## src/rtl/vs_tdm_demux.sv

```systemverilog
// Time-division demultiplexer: gathers CHANNELS consecutive words following a
// start-of-frame marker into slot registers and offers the frame as one parallel bus.
module vs_tdm_demux #(
    parameter int WIDTH    = 4,
    parameter int CHANNELS = 4
) (
    input  logic                      clk,
    input  logic                      rst_n,
    input  logic                      in_valid,
    output logic                      in_ready,
    input  logic                      in_sof,
    input  logic [WIDTH-1:0]          in_data,
    output logic                      out_valid,
    input  logic                      out_ready,
    output logic [CHANNELS*WIDTH-1:0] out_data,
    output logic                      sync_err
);

    localparam int CW = (CHANNELS > 1) ? $clog2(CHANNELS) : 1;
    localparam logic [CW-1:0] LAST = CW'(CHANNELS - 1);
    localparam logic [CW-1:0] ONE  = CW'(1);

    typedef enum logic [1:0] {
        HUNT    = 2'd0,
        COLLECT = 2'd1,
        HOLD    = 2'd2
    } state_t;

    state_t            state;
    state_t            state_nxt;
    logic [CW-1:0]     cnt;
    logic [CW-1:0]     cnt_nxt;
    logic              wr_en;
    logic [CW-1:0]     wr_idx;
    logic              err_nxt;
    logic              accept;
    logic [WIDTH-1:0]  slot [CHANNELS];

    assign accept = in_valid & in_ready;

    always_ff @(posedge clk) begin
        if (!rst_n) begin
            state    <= HUNT;
            cnt      <= '0;
            sync_err <= 1'b0;
        end else begin
            state    <= state_nxt;
            cnt      <= cnt_nxt;
            sync_err <= err_nxt;
        end
    end

    always_comb begin
        state_nxt = state;
        cnt_nxt   = cnt;
        wr_en     = 1'b0;
        wr_idx    = '0;
        err_nxt   = 1'b0;
        case (state)
            HUNT: begin
                if (accept && in_sof) begin
                    wr_en     = 1'b1;
                    cnt_nxt   = ONE;
                    state_nxt = COLLECT;
                end
            end
            COLLECT: begin
                if (accept) begin
                    wr_en = 1'b1;
                    if (in_sof) begin
                        // Early marker: restart the frame from this word and flag it.
                        cnt_nxt = ONE;
                        err_nxt = 1'b1;
                    end else begin
                        wr_idx = cnt;
                        if (cnt == LAST) begin
                            cnt_nxt   = '0;
                            state_nxt = HOLD;
                        end else begin
                            cnt_nxt = cnt + ONE;
                        end
                    end
                end
            end
            HOLD: begin
                if (out_ready) begin
                    // Handoff edge may also open the next frame so frames run back-to-back.
                    if (accept && in_sof) begin
                        wr_en     = 1'b1;
                        cnt_nxt   = ONE;
                        state_nxt = COLLECT;
                    end else begin
                        state_nxt = HUNT;
                    end
                end
            end
            default: begin
                state_nxt = HUNT;
                cnt_nxt   = '0;
            end
        endcase
    end

    always_comb begin
        out_valid = (state == HOLD);
        in_ready  = (state == HOLD) ? out_ready : 1'b1;
    end

    always_ff @(posedge clk) begin
        if (!rst_n) begin
            for (int k = 0; k < CHANNELS; k++) begin
                slot[k] <= '0;
            end
        end else if (wr_en) begin
            for (int k = 0; k < CHANNELS; k++) begin
                if (wr_idx == CW'(k)) begin
                    slot[k] <= in_data;
                end
            end
        end
    end

    always_comb begin
        out_data = '0;
        for (int k = 0; k < CHANNELS; k++) begin
            out_data[k*WIDTH +: WIDTH] = slot[k];
        end
    end

endmodule
```

## config.mk

```make
export PLATFORM = sky130hd
export DESIGN_NAME = vs_tdm_demux
export DESIGN_NICKNAME = d
export VERILOG_FILES = /design/src/rtl/vs_tdm_demux.sv
export SDC_FILE = /design/constraint.sdc
export NUM_CORES = 1
export LEC_CHECK = 0
export CORE_MARGIN = 3
export CORE_UTILIZATION = 42
export DETAILED_ROUTE_END_ITERATION = 6
export GPL_ROUTABILITY_DRIVEN = 0
export PLACE_DENSITY = 0.86
export SYNTH_ARGS = -nofsm -noshare
export SYNTH_HDL_FRONTEND = slang
export SYNTH_SLANG_ARGS = --single-unit
```

## constraint.sdc

```tcl
create_clock -name clk -period 1.6 [get_ports clk]
set_input_delay 0.32 -clock clk [delete_from_list [all_inputs] [get_ports clk]]
set_output_delay 0.32 -clock clk [all_outputs]
set_load 0.005 [all_outputs]
```

==> reports/metrics.csv, run 1 <==
stage;metric;value;unit
timing;rsz0062_at_grt;false;
clock_tree;numCtsBuffers;3;
worst_setup_path;start_kind;flip-flop;
floorplanning;die_h;55.1;µm
synthesis;synth_compound_area_share;7.42;%
global_routing;grt_remaining_overflow;0;
power_and_ir_drop;vdd_drop_max;0.438;mV
floorplanning;core;2250;µm²
synthesis;yosysTopAreaCellShare;47.5;%
synthesis;synth.mux.area_fraction;0;%
route;route.vias.total;825;
timing;worstMarginPinSlew;282;ps
worst_setup_path;cp-startpoint;state[0];
clock_tree;cts_root_buf;clkbuf_4;
worst_setup_path;rr_startpoint;state[0];
finish;antenna_cells;0;
finish;design_area;1420;µm²
global_routing;grt_pass1_vias;798;
finish;fin_nets;139;
synthesis;synth_cell_types;30;
worst_hold_path;holdPathStages;3;
finish;final_common_cell;clkdlybuf4s50_1;
synthesis;synth_fa_ha_area_share;1.24;%
timing;finalMaxSlewViolations;0;
synthesis;synth_xor_area_share;0;%
synthesis;ys_seq_area_share;57.4;%
synthesis;synth_top_family_by_area;simple AND/OR/NAND/NOR gates;
timing;max-slew-margin-rel;81.0;%
synthesis;yosysTopAreaCell;edfxtp_1;
route;drt_iter0_markers;14;
timing;finalCriticalPeriod;1550;ps
floorplanning;die_area;3030;µm²
worst_setup_path;cp.arrival;1610;ps
clock_tree;cts_sinks;21;
timing;post-route-period-util;96.6;%
timing;final_hold_viol_count;0;
route;drc;0;
floorplanning;die_w;55.1;µm
synthesis;synth-seq-cells;21;
worst_hold_path;holdCritStartpoint;state[0];
global_routing;antenna_found_initial;0;
timing;skew;4.24;ps
route;postRouteAntennaNets;0;
finish;nFillCells;201;
worst_setup_path;crit_path_end_kind;flip-flop;
worst_setup_path;path_max_fanout;9;
synthesis;syn_avg_cell_area;11.4;µm²
worst_hold_path;hold_class;flip-flop to flip-flop;
floorplanning;ios;28;
route;drt_pass1_iterations;4;
worst_setup_path;worstSetupPathType;flip-flop to flip-flop;
worst_setup_path;rr_worst_depth;4;
worst_setup_path;required;1670;ps
route;wl_per_cell;13.8;µm
synthesis;yosys-top-cells-area;edfxtp_1 47%, dfxtp_1 9.9%, and2_1 6.2%;
finish;layout-drive-gt1-share;18.8;%
global_routing;grt_pass1_wl;3380;µm
synthesis;synth_simple_gate_area_share;29.9;%
synthesis;synth_nets;99;
power_and_ir_drop;p_per_area;713;nW/µm²
placed_design;postPlaceCellArea;1370;µm²
global_routing;grtUsageTotal;15.9;%
clock_tree;clk_pin_slew;110;ps
floorplanning;rows;17;
synthesis;yosysWarnings;0;
job;cap_violations;0;
placed_design;port_buffers;27;
clock_tree;cts_buffer_depth;2;
clock_tree;tritoncts;built;
route;vias_per_cell;5.29;
timing;holdWs;595;ps
timing;setup_violations;0;
power_and_ir_drop;p_leak;0.000547;µW
timing;fmax;647;MHz
finish;final_cell_mix;25 x clkdlybuf4s50_1, 16 x edfxtp_1, 14 x buf_4;
floorplanning;initial_core_util;44.9;%
synthesis;netlist_area;1010;µm²
power_and_ir_drop;power;1020;µW
global_routing;grt_max_degree;13;
placed_design;dp_hpwl;1650;µm
synthesis;synthCells;89;
finish;area_growth;40.7;%
timing;fin_setup_tns;0;ps
clock_tree;insertion_delay;290;ps
route;wirelength;2150;µm
clock_tree;htreeDepth;1;
run_status;status;completed;
synth_stat cells (all sizes together):
cell	count
dfxtp	5
buf	4
and4	1
o211ai	1
edfxtp	16
nand2	6
and2b	1
nand2b	3
a211o	2
or3b	1
nor3	1
nor2b	2
ha	1
nor2	7
nor4b	2
and2	10
a21boi	2
a211oi	1
nand3b	3
nand3	6
o21ai	2
nand4b	1
clkbuf	2
a21bo	1
and3b	1
and3	5
or3	1
a22oi	1
worst paths after layout:
path | endpoint | slack, ps
setup / recovery | slot[0][2] | 50
hold / removal | state[1] | 600
setup reg to reg | slot[0][2] | 50
hold reg to reg | state[1] | 600
layout make-up:
cell class / count / area [µm²] / area share (%)
clock buffer: 3 / 22.5 / 1.58
clock inverter: 1 / 5.00 / 0.351
multi-input combinational: 62 / 400 / 28.1
sequential: 21 / 588 / 41.3
tap: 28 / 35.0 / 2.46
timing repair buffer: 41 / 373 / 26.2
per-layer routing:
layer  up-vias  wire, µm  GRT usage (%)  part of all wire [%]
li1        398         -              -                     -
met1       380       834           16.4                    39
met2        41      1090           29.3                    51
met3         6       177           3.49                   8.2
met4         0        44           8.50                   2.0
met5         -         0              0                     0
power by group:
group | total [µW] | internal [µW] | leakage (µW) | switching, µW
clock network | 239 | 92.9 | 0.0000177 | 146
logic | 161 | 92.7 | 0.000320 | 68.6
registers | 616 | 607 | 0.000209 | 8.67
total | 1020 | 793 | 0.000547 | 223
metrics by stage:
step | std cells | worst slack (ps) | utilization [%]
after floorplan | 89 | 72.2 | -
after global placement | 150 | -221 | 60.6
after detailed placement | 150 | -249 | 60.6
after CTS | 156 | 28.2 | 62.8
after global routing | 156 | 14.1 | 63.2
final | 156 | 55.0 | 63.2
critical path, stage by stage (launching register included):
cell and delay (ps):
dfxtp_4 380, buf_4 150, and3b_1 200, or3_4 350, a21bo_4 250
what timing repair did:
item,4_1_cts,5_1_grt
resized for setup,7,4
endpoints found under the setup margin,2,12
hold buffers,0,0
pin swaps,0,0
buffers inserted,2,0
cell families after synthesis:
logic type               count (synthesis)
AND/OR/NAND/NOR                         51
flip-flops                              21
AO/OA/AOI/OAI                           10
buffers and inverters                    6
adder cells (fa/ha/maj)                  1
registers in the layout, indices dropped and copies added (netlist names):
signal    count
slot         16
state         2
sync_err      1
cnt           2
No activity file was read; power rests on OpenSTA's default activity.
==> run 2, diff against run 1 <==
- CTS_CLUSTER_DIAMETER: unset -> 60
- clock period: 1.6 -> 1.4 ns (I/O delays scaled with it)
==> reports/metrics.csv, run 2 (synthesized netlist as in run 1, its figures left out) <==
stage;metric;value;unit
worst_setup_path;rr_worst_depth;3;
worst_setup_path;r2r_setup_slack;-50;ps
placed_design;port_buffers;27;
worst_setup_path;start_kind;flip-flop;
worst_setup_path;crit_chain;and3b_1 > or3_4 > a21bo_4;
run_status;violations;negative setup slack;
clock_tree;tritoncts;built;
power_and_ir_drop;p_per_area;791;nW/µm²
finish;multi_input_area;435;µm²
floorplanning;die_area;3030;µm²
worst_hold_path;hold_class;primary input to flip-flop;
job;cap_violations;0;
route;route.vias.total;838;
route;drt_pass1_iterations;4;
floorplanning;ios;28;
finish;reg_top3;slot: 16 flops, cnt: 2 flops, state: 2 flops;
finish;instances_no_fill;161;
floorplanning;rows;17;
worst_setup_path;cp.depth;3;
finish;antenna_cells;0;
finish;largest_register_ffs;16;
clock_tree;htreeDepth;1;
worst_setup_path;path_max_fanout;7;
route;wl_per_cell;13.8;µm
power_and_ir_drop;vdd_drop_max;0.580;mV
global_routing;antenna_found_initial;0;
placed_design;dp_hpwl;1600;µm
clock_tree;numCtsBuffers;3;
clock_tree;insertion_delay;300;ps
finish;final_cell_mix;21 x dlygate4sd2_1, 17 x buf_4, 16 x edfxtp_1;
finish;design_area;1470;µm²
worst_hold_path;worstHoldEndpoint;sync_err;
worst_setup_path;path_buf_inv;0;
power_and_ir_drop;p_leak;0.000620;µW
worst_setup_path;r2r_end;slot[0][0];
finish;final_util;65.4;%
placed_design;placed_cells;153;
timing;fmax;688;MHz
finish;fin_nets;144;
finish;layout-drive-gt1-share;28.6;%
route;wirelength;2230;µm
placed_design;postPlaceCellArea;1390;µm²
timing;max-slew-margin-rel;81.3;%
worst_setup_path;cpPeakStageDelay;410;ps
timing;worst_slack;-53.9;ps
route;postRouteAntennaNets;0;
global_routing;grt_pass1_vias;828;
worst_setup_path;cpLargestDelayFamily;simple AND/OR/NAND/NOR gates;
route;drc;0;
clock_tree;cts_sinks;21;
floorplanning;initial_core_util;44.9;%
worst_setup_path;crit_path_end_kind;flip-flop;
global_routing;grt_pass1_wl;3520;µm
worst_setup_path;rr_startpoint;state[0];
floorplanning;die_w;55.1;µm
run_status;status;complete, but fails checks;
timing;rsz0062_at_grt;true;
finish;nFillCells;194;
timing;finalCriticalPeriod;1450;ps
clock_tree;cts_root_buf;clkbuf_4;
finish;area_growth;45.6;%
timing;post-route-period-util;104;%
clock_tree;clk_pin_slew;110;ps
clock_tree;postCtsHoldBufs;0;
floorplanning;die_h;55.1;µm
worst_hold_path;holdPathStages;2;
global_routing;grt_max_degree;12;
worst_hold_path;holdCritStartpoint;in_sof;
finish;final_common_cell;dlygate4sd2_1;
global_routing;grtUsageTotal;16.3;%
timing;worstMarginPinSlew;277;ps
floorplanning;core;2250;µm²
worst_setup_path;worstSetupPathType;flip-flop to flip-flop;
worst_setup_path;cp.arrival;1530;ps
global_routing;grt_remaining_overflow;0;
timing;skew;5.00;ps
worst_setup_path;crit_slowest_cell;dfxtp_4;
finish;largest_register;slot;
timing;setup_violations;9;
timing;final_hold_viol_count;0;
route;vias_per_cell;5.20;
timing;finalMaxSlewViolations;0;
clock_tree;cts_buffer_depth;2;
power_and_ir_drop;power;1170;µW
finish;seq_area;588;µm²
route;drt_iter0_markers;18;
worst_setup_path;required;1470;ps
[run 2: cell count changes in the layout (fill, tap and decap cells not counted), sizes merged]
| cell | before | now |
|---|---|---|
| clkinv | 1 | 0 |
| dlygate4sd2 | 2 | 21 |
| buf | 14 | 19 |
| clkdlybuf4s50 | 25 | 5 |
| clkbuf | 3 | 5 |
[run 2: per-layer routing]
layer	track usage, %	part of all wire (%)	vias up
li1	-	-	407
met1	17.3	38	405
met2	31.3	55	24
met3	2.95	6.2	2
met4	6.48	0.90	0
met5	0	0	-
[run 2: repair_timing]
action                     4_1_cts  5_1_grt
resized for setup               33       12
setup endpoints to repair       36       26
setup buffers                    5        0
pin swaps                        2        1
[run 2: worst max-delay path by stage]
stage / start / endpoint / slack (ps)
after floorplan: state[1] / slot[1][0] / -130
after global placement: in_sof / slot[0][3] / -380
after detailed placement: in_sof / slot[1][0] / -430
after CTS: state[0] / slot[0][2] / -20
after global routing: state[0] / slot[0][2] / -90
final: state[0] / slot[0][0] / -50
[run 2: through the flow]
stage | worst slack (ps) | hold slack, ps | setup TNS, ps
after CTS | -25.0 | 432 | -120
final | -53.9 | 430 | -297
after global routing | -85.2 | 450 | -1090
after detailed placement | -429 | 685 | -10920
after global placement | -382 | 667 | -9410
after floorplan | -128 | 478 | -1020
[run 2: report_power, final]
part	switching, µW	internal (µW)	leakage (µW)
clock network	173	111	0.0000150
registers	11.7	694	0.000209
logic	79.5	96.3	0.000396
[run 2: cell type report]
type,count,area share [%]
Timing Repair Buffer,46,26.4
Clock buffer,4,1.78
Multi-Input combinational cell,62,29.5
Tap cell,28,2.38
Sequential cell,21,39.9
==> run 3, diff against run 2 <==
- ABC_AREA: unset -> 1
- CORE_UTILIZATION: 42 -> 41
- PLACE_DENSITY: 0.86 -> 0.85
==> reports/metrics.csv, run 3 <==
stage;metric;value;unit
synthesis;syn_avg_cell_area;9.32;µm²
route;drc;0;
clock_tree;htreeDepth;1;
synthesis;synth_edf_count;16;
clock_tree;clk_pin_slew;110;ps
timing;finalCriticalPeriod;1370;ps
placed_design;port_buffers;27;
route;wl_per_cell;12.7;µm
floorplanning;die_h;55.1;µm
floorplanning;core;2250;µm²
synthesis;synth.mux.area_fraction;0;%
timing;finalMaxSlewViolations;0;
route;wirelength;2310;µm
global_routing;grt_max_degree;12;
clock_tree;cts_sinks;21;
synthesis;yosysWarnings;0;
power_and_ir_drop;p_leak;0.000701;µW
worst_setup_path;start_kind;flip-flop;
synthesis;synth_most_common_cell;nor2_1;
route;drt_pass1_iterations;4;
synthesis;synth_flop_cell;edfxtp_1;
worst_setup_path;cpPeakStageDelay;360;ps
finish;final_util;65.2;%
clock_tree;tritoncts;built;
job;cap_violations;0;
timing;holdWs;421;ps
route;vias_per_cell;4.89;
finish;nFillCells;200;
timing;fin_setup_tns;0;ps
synthesis;synth_simple_gate_area_share;28.1;%
power_and_ir_drop;vdd_drop_max;0.645;mV
synthesis;ys_seq_area_share;58.7;%
timing;fmax;729;MHz
timing;setup_violations;0;
clock_tree;postCtsHoldBufs;0;
synthesis;synth_nets;116;
synthesis;yosys-top-cells-area;edfxtp_1 49%, dfxtp_1 10%, nor2_1 9.1%;
timing;skew;7.25;ps
floorplanning;ios;28;
worst_setup_path;cp-startpoint;state[1];
synthesis;synth_fa_ha_area_share;1.27;%
floorplanning;die_area;3040;µm²
synthesis;synth_compound_area_share;5.06;%
global_routing;grtUsageTotal;16.5;%
finish;layout-drive-gt1-share;26.0;%
timing;worstMarginPinSlew;351;ps
worst_setup_path;crit_chain;inv_4 > nand2_4 > nor2_4 > nand3_4 > o21ai_2 > buf_6;
clock_tree;cts_buffer_depth;2;
run_status;status;completed;
global_routing;antenna_found_initial;0;
timing;rsz0062_at_grt;true;
finish;area_growth;48.7;%
placed_design;postPlaceCellArea;1410;µm²
worst_setup_path;crit_slowest_cell;dfxtp_2;
worst_setup_path;path_max_fanout;5;
clock_tree;numCtsBuffers;3;
synthesis;synthArstFlopShare;0;%
clock_tree;cts_root_buf;clkbuf_4;
finish;largest_register;slot;
finish;fin_nets;165;
synthesis;synth_xor_area_share;0;%
finish;antenna_cells;0;
floorplanning;initial_core_util;43.8;%
clock_tree;insertion_delay;300;ps
synthesis;yosys-top-cells-count;24 x nor2_1, 16 x edfxtp_1, 15 x nand2_1, 14 x inv_1, 8 x nand3_1;
floorplanning;rows;17;
route;route.vias.total;890;
power_and_ir_drop;p_per_area;940;nW/µm²
finish;largest_register_ffs;16;
worst_hold_path;hold_class;primary input to flip-flop;
timing;max-slew-margin-rel;76.5;%
synthesis;synthCells;106;
finish;seq_area;586;µm²
worst_setup_path;cp.arrival;1400;ps
worst_setup_path;rr_startpoint;state[1];
placed_design;dp_hpwl;1800;µm
finish;reg_top3;slot: 16 flops, cnt: 2 flops, state: 2 flops;
finish;final_common_cell;nor2_1;
finish;design_area;1470;µm²
finish;final_cell_mix;24 x nor2_1, 18 x dlygate4sd2_1, 16 x buf_4, 16 x edfxtp_1, 14 x nand2_1;
timing;final_hold_viol_count;0;
global_routing;grt_pass1_wl;3500;µm
synthesis;yosysTopAreaCell;edfxtp_1;
worst_setup_path;crit_path_end_kind;flip-flop;
global_routing;grt_remaining_overflow;0;
synthesis;synth-seq-cells;21;
timing;post-route-period-util;98.0;%
global_routing;grt_pass1_vias;875;
synthesis;synth_top_family_by_area;simple AND/OR/NAND/NOR gates;
synthesis;yosysTopAreaCellShare;48.6;%
synthesis;synth_cell_types;17;
worst_setup_path;required;1430;ps
floorplanning;die_w;55.1;µm
route;drt_iter0_markers;18;
worst_setup_path;worstSetupPathType;flip-flop to flip-flop;
synthesis;netlist_area;988;µm²
worst_hold_path;holdCritStartpoint;in_valid;
finish;multi_input_area;370;µm²
route;postRouteAntennaNets;0;
## run 3: logic make-up (layout without fill, tap and decap cells)
logic type | count (synthesis) | after routing
buffers and inverters | 17 | 65
adders and majority gates | 1 | 1
DFF | 21 | 21
and+or+nand+nor | 57 | 57
AOI/OAI and AO/OA | 10 | 10
## run 3: per-stage QoR
step	std cells	setup WS [ps]	power, µW
6_report	182	27.4	1380
5_1_grt	182	-23.3	1460
4_1_cts	181	8.25	1370
3_3_place_gp	176	-327	1090
2_1_floorplan	106	-79.5	920
3_5_place_dp	176	-450	1110
## run 3: cell type report
| cell class | count | area share [%] |
|---|---|---|
| Sequential cell | 21 | 39.8 |
| Timing Repair Buffer | 45 | 26.6 |
| Multi-Input combinational cell | 68 | 25.2 |
| Inverter | 16 | 4.26 |
| Tap cell | 28 | 2.38 |
| Clock buffer | 4 | 1.79 |
## run 3: worst paths after layout
check / endpoint / slack (ps) / cells past startpoint
worst max-delay path: slot[3][1] / 30 / 6
worst min-delay path: sync_err / 420 / 4
worst max register to register: slot[3][1] / 30 / 6
worst min register to register: cnt[0] / 560 / 2
## run 3: worst max-delay path, delay by kind of cell, from the launching register on
kind / cells / cell delay [ps]
simple gates: 3 / 340
buf+inv: 2 / 210
compound gates: 1 / 180
flops: 1 / 360
## run 3: power by group
group / internal (µW) / total (µW) / switching (µW)
combinational: 164 / 344 / 180
clock: 111 / 279 / 168
sequential: 720 / 759 / 38.3
## run 3: repair_timing
item                       4_1_cts  5_1_grt
setup endpoints to repair       35       21
buffers inserted                 1        2
pin swaps                        1        3
gates resized for setup         29       12
## run 3: routing by layer
layer / part of all wire [%] / wire [µm] / GRT usage [%] / up-vias
li1: - / - / - / 445
met4: 2.5 / 57 / 8.50 / 0
met1: 35 / 820 / 16.2 / 397
met2: 55 / 1270 / 32.3 / 39
met5: 0 / 0 / 0 / -
met3: 7.0 / 163 / 2.95 / 9
